<file path="config.mk">
export PLATFORM = sky130hd
export DESIGN_NAME = seq_det_sched
export DESIGN_NICKNAME = d
export VERILOG_FILES = /design/src/rtl/seq_det_pkg.sv /design/src/rtl/ba_step_det.sv /design/src/rtl/seq_det_sched.sv
export SDC_FILE = /design/constraint.sdc
export NUM_CORES = 1
export LEC_CHECK = 0
export ABC_AREA = 1
export CORE_UTILIZATION = 40
export CTS_BUF_LIST = sky130_fd_sc_hd__clkbuf_2 sky130_fd_sc_hd__clkbuf_4 sky130_fd_sc_hd__clkbuf_8
export DETAILED_ROUTE_END_ITERATION = 16
export PLACE_DENSITY = 0.74
export SLEW_MARGIN = 20
export SYNTH_ARGS = -nofsm -noshare
export SYNTH_HDL_FRONTEND = slang
export SYNTH_HIERARCHICAL = 1
export SYNTH_SLANG_ARGS = --single-unit
</file>
<file path="constraint.sdc">
create_clock -name i_w_clk -period 1.9 [get_ports i_w_clk]
set_input_delay 0.285 -clock i_w_clk [delete_from_list [all_inputs] [get_ports i_w_clk]]
set_output_delay 0.285 -clock i_w_clk [all_outputs]
set_load 0.005 [all_outputs]
</file>
<file path="src/rtl/seq_det_pkg.sv">
// Shared encodings for the two-channel "b then a" word detector and its scheduler.
package seq_det_pkg;

  typedef enum logic [1:0] {
    ST_IDLE = 2'd0,
    ST_RUN  = 2'd1,
    ST_DONE = 2'd2
  } ctrl_state_e;

  typedef enum logic [1:0] {
    DET_INIT = 2'd0,
    DET_B    = 2'd1,
    DET_BA   = 2'd2
  } det_state_e;

  localparam logic CHAR_A = 1'b0;
  localparam logic CHAR_B = 1'b1;

  localparam int STALL_W = 8;

endpackage

</file>
<file path="src/rtl/ba_step_det.sv">
// Sticky detector: reports found once a 'b' has been followed later by an 'a'.
module ba_step_det
  import seq_det_pkg::*;
(
  input  logic clk,
  input  logic reset_n,
  input  logic clear,
  input  logic enable,
  input  logic char,
  output logic found
);

  det_state_e state_q;
  det_state_e state_d;

  always_comb begin
    state_d = state_q;
    case (state_q)
      DET_INIT: if (char == CHAR_B) state_d = DET_B;
      DET_B:    if (char == CHAR_A) state_d = DET_BA;
      DET_BA:   state_d = DET_BA;
      default:  state_d = DET_INIT;
    endcase
  end

  always_ff @(posedge clk or negedge reset_n) begin
    if (!reset_n) begin
      state_q <= DET_INIT;
    end else if (clear) begin
      state_q <= DET_INIT;
    end else if (enable) begin
      state_q <= state_d;
    end
  end

  assign found = (state_q == DET_BA);

endmodule

</file>
<file path="src/rtl/seq_det_sched.sv">
// Round-robin scheduler that serves one word at a time from two char channels and
// reports whether each word contained 'b' followed later by 'a', with a stall timeout.
module seq_det_sched
  import seq_det_pkg::*;
#(
  parameter int unsigned TIMEOUT = 15
) (
  input  logic i_w_clk,
  input  logic i_w_reset_n,
  input  logic i_w_valid0,
  input  logic i_w_char0,
  input  logic i_w_last0,
  output logic o_w_ready0,
  input  logic i_w_valid1,
  input  logic i_w_char1,
  input  logic i_w_last1,
  output logic o_w_ready1,
  output logic o_w_res_valid,
  output logic o_w_res_ch,
  output logic o_w_res_found,
  output logic o_w_res_abort,
  output logic o_w_busy
);

  localparam logic [STALL_W-1:0] STALL_LAST = STALL_W'(TIMEOUT - 1);

  ctrl_state_e        state_q;
  logic               grant_q;
  logic               rr_q;
  logic               abort_q;
  logic [STALL_W-1:0] stall_q;

  logic grant_d;
  logic sel_valid;
  logic sel_char;
  logic sel_last;
  logic accept;
  logic det_found;

  // Pointer breaks ties only when both channels are asking.
  assign grant_d   = (i_w_valid0 && i_w_valid1) ? rr_q : i_w_valid1;
  assign sel_valid = grant_q ? i_w_valid1 : i_w_valid0;
  assign sel_char  = grant_q ? i_w_char1  : i_w_char0;
  assign sel_last  = grant_q ? i_w_last1  : i_w_last0;
  assign accept    = (state_q == ST_RUN) && sel_valid;

  always_ff @(posedge i_w_clk or negedge i_w_reset_n) begin
    if (!i_w_reset_n) begin
      state_q <= ST_IDLE;
      grant_q <= 1'b0;
      rr_q    <= 1'b0;
      abort_q <= 1'b0;
      stall_q <= '0;
    end else begin
      case (state_q)
        ST_IDLE: begin
          abort_q <= 1'b0;
          stall_q <= '0;
          if (i_w_valid0 || i_w_valid1) begin
            grant_q <= grant_d;
            state_q <= ST_RUN;
          end
        end
        ST_RUN: begin
          // An accept on the final stall cycle still wins over the timeout.
          if (accept) begin
            stall_q <= '0;
            if (sel_last) state_q <= ST_DONE;
          end else if (stall_q == STALL_LAST) begin
            abort_q <= 1'b1;
            state_q <= ST_DONE;
          end else begin
            stall_q <= stall_q + 1'b1;
          end
        end
        ST_DONE: begin
          rr_q    <= ~grant_q;
          state_q <= ST_IDLE;
        end
        default: state_q <= ST_IDLE;
      endcase
    end
  end

  // Held in INIT while idle so every word starts from a clean detector.
  ba_step_det u_det (
    .clk     (i_w_clk),
    .reset_n (i_w_reset_n),
    .clear   (state_q == ST_IDLE),
    .enable  (accept),
    .char    (sel_char),
    .found   (det_found)
  );

  assign o_w_ready0    = (state_q == ST_RUN) && !grant_q;
  assign o_w_ready1    = (state_q == ST_RUN) &&  grant_q;
  assign o_w_res_valid = (state_q == ST_DONE);
  assign o_w_res_ch    = (state_q == ST_DONE) && grant_q;
  assign o_w_res_found = (state_q == ST_DONE) && det_found;
  assign o_w_res_abort = (state_q == ST_DONE) && abort_q;
  assign o_w_busy      = (state_q != ST_IDLE);

endmodule
</file>
==> impl_results.md <==
- Status: finished clean
- Setup repair after global routing missed its margin: false
- Clock latency on the worst-skew pair: approximately 290 ps
- Layout cells sized above 1: 19.4%
- Final hold violations: 0
- Worst VDD drop: 760 uV
- Drt first-iter violations: 14
- Chip height: around 53 um
- Max-slew violation count: 0
- Worst slew pin tran: roughly 350 ps
- Total iterations of the first detailed-routing run: 4
- Period utilization: a little under 90%
- Post-route ant nets: 0
- Main synth FF type: dfrtp_1
- Row cnt: 18
- Routed WL per cell: between 10 and 15 um
- Full die area: 2820 um2
- Crit path launch type: register
- Fill count: between 200 and 250
- LEAKAGE: around 0.73 nW
- Final net count: 180
- Num CTS Buffers: 3
- Power Dens Cells: ~1200 nW/um2
- Area leader, netlist: dfrtp_1
- # hold bufs at CTS: 0
- Syn Area/Cell: around 7.5 um2
- Total Wirelength: about 2100 um
- Total track usage: ~17%
- Highest clock rate: just under 600 MHz
- Port buffer count: 14
- Cell at the slowest stage of the critical path: clkdlybuf4s50_1
- Cell variety after synth: 23
- Synth async-reset ratio: between 90% and 100%
- Root buffer cell: clkbuf_4
- Gpl congestion: roughly 0.75
- Initial antenna violation count: 0
- Minimum clock period: approximately 1700 ps
- Setup violators final: 0
- First-pass GRT wire length: about 3600 um
- Synthesized net count: roughly 150
- Largest cells by area after synthesis: dfrtp_1 (36%), nand2_1 (10%), inv_1 (9.4%)
- Data required time at the worst endpoint: 1620 ps
- Synthesis-to-finish area growth: 26.9%
- Post-Syn Area: between 1000 and 1500 um2
- Max incr delay on CP: ~530 ps
- Max-cap violations: 0
- Crit. End Element: output pin
- Deepest clock path buffer count: 2
- Total number of vias: between 900 and 1000
- Worst slack at placement: around 170 ps
- M1 GR Usage: between 20% and 30%
- Die width: around 53 um
- Core region area: ~2500 um2
- Met3 Usage GRT: between 2 and 3%
- Congestion Overflow GR: 0
- Fin Setup TNS: 0 ps
- Crit Path Max Fanout: 3
- Antenna cell count: 0
- Yosys warning count: 6
- WS Path Type: reg2out
- R2r setup slk: 460 ps
- Slew margin rel.: between 70% and 80%
- Cell Chain, Critical Path: inv_1 -> nor2_2 -> clkdlybuf4s50_1
- CTS tree: built
- HP Class: in2async
- DPL Wire Length: 1620 um
- Area share of the largest cell type after synthesis: between 30% and 40%
- Final cell count without fillers: 195
- Largest net degree at the start of global routing: 11
- Power, Total: between 1.5 and 2 mW
- Number of vias per cell: roughly 4.7
- Worst endpoint data arrival time: 1410 ps
- Met2 Use GR: a little under a third
- Htree depth: 1
- Sequential share of the synthesized area: a little over a third
- Vias in the first global route: 860
- Reg clk slew, reported paths: approximately 100 ps
- EDFF count, synth: 0
- CTS sink count: 15
- Initial core utilization: a little over two fifths
- Placed cells: ~190
- Drc violations: 0
- Final setup margin: between 200 and 250 ps
- Clk_skew: about 11 ps
- Yosys reg bits: 15
- Post-Synthesis Cells: 140
- GR peak layer: met2
- IO Pins: 15
[metal layers]
layer | part of all wire (%) | vias to the layer above
li1 | - | 484
met1 | 46 | 420
met2 | 50 | 19
met3 | 3.8 | 2
met4 | 0.85 | 0
met5 | 0 | -
[per-stage QoR]
step / cell area (um2) / hold slack (ps) / utilization, %
2_1_floorplan: 1040 / -10.6 / -
3_3_place_gp: 1240 / 494 / 49.9
3_5_place_dp: 1240 / 496 / 49.9
4_1_cts: 1290 / 256 / 51.9
5_1_grt: 1320 / 274 / 53.4
6_report: 1320 / 255 / 53.4
[cells in the final DEF, fill, tap and decap left out, types with 2 or more instances in the layout]
master	netlist	routed
dlymetal6s2s_1	0	4
o21ai_1	2	2
nor2_2	2	2
a21oi_1	2	2
nand2_1	28	28
o21ai_0	6	6
inv_2	3	5
nand2_2	4	4
nor2_4	2	2
nand4_1	4	4
dfrtp_1	15	13
clkbuf_4	0	3
nor2_1	14	14
nand3_1	14	14
buf_4	0	6
clkdlybuf4s50_1	0	8
dlygate4sd2_1	0	2
dfrtp_2	0	2
nand3_2	2	2
xnor2_1	3	3
inv_1	26	24
ha_1	6	6
[cell usage after synthesis, types with 2 or more instances]
library cell  instances
a21oi_1               2
dfrtp_1              15
ha_1                  6
inv_1                26
inv_2                 3
nand2_1              28
nand2_2               4
nand3_1              14
nand3_2               2
nand4_1               4
nor2_1               14
nor2_2                2
nor2_4                2
o21ai_0               6
o21ai_1               2
xnor2_1               3
[critical path: cells and delay by family, from the launching register on]
family                 cells  cell delay [ps]
buffers and inverters      2              590
and+or+nand+nor            1              130
DFF                        1              390
[where the power goes]
part / internal (mW) / switching, mW / leakage, nW / total [mW]
sequential: 0.401 / 0.0792 / 0.195 / 0.481
combinational: 0.410 / 0.562 / 0.517 / 0.972
clock: 0.0783 / 0.105 / 0.0177 / 0.184
[cell families after synthesis]
group	after synthesis	synth area share, %
xor+xnor	4	3.36
flops	15	36.0
fa+ha+maj	6	7.19
compound gates	11	5.40
buf+inv	30	11.0
simple gates	74	37.0
[final cells by class]
cell class	instances	area [um2]	share of cell area, %
clock buffers	3	22.5	1.70
clock inverters	1	5.00	0.378
inverters	30	115	8.70
multi-input cells	95	553	41.8
flip-flops and latches	15	378	28.5
well taps	30	37.5	2.84
repair buffers	21	213	16.1
[flip-flops by register name, indices dropped and copies added, names as in the netlist]
name	flops
state_q	2
abort_q	1
stall_q	8
u_det/state_q	2
rr_q	1
grant_q	1
[worst paths after layout]
kind                                   from                to  depth (start not counted)
max in group asynchronous       i_w_reset_n        state_q[0]                          2
min                             i_w_reset_n        stall_q[6]                          1
min in group i_w_clk       u_det/state_q[1]  u_det/state_q[1]                          2
min reg2reg                u_det/state_q[1]  u_det/state_q[1]                          2
max reg2reg                      stall_q[0]        stall_q[3]                          8
max                              state_q[1]     o_w_res_valid                          3
[repair_timing]
action | 4_1_cts | 5_1_grt
gates resized for setup | 5 | 5
setup buffers | 3 | 2
pin swaps | 1 | 0
endpoints found under the setup margin | 5 | 1
endpoints found under the hold margin | 0 | 0
Power figures use the tool's default switching activity.
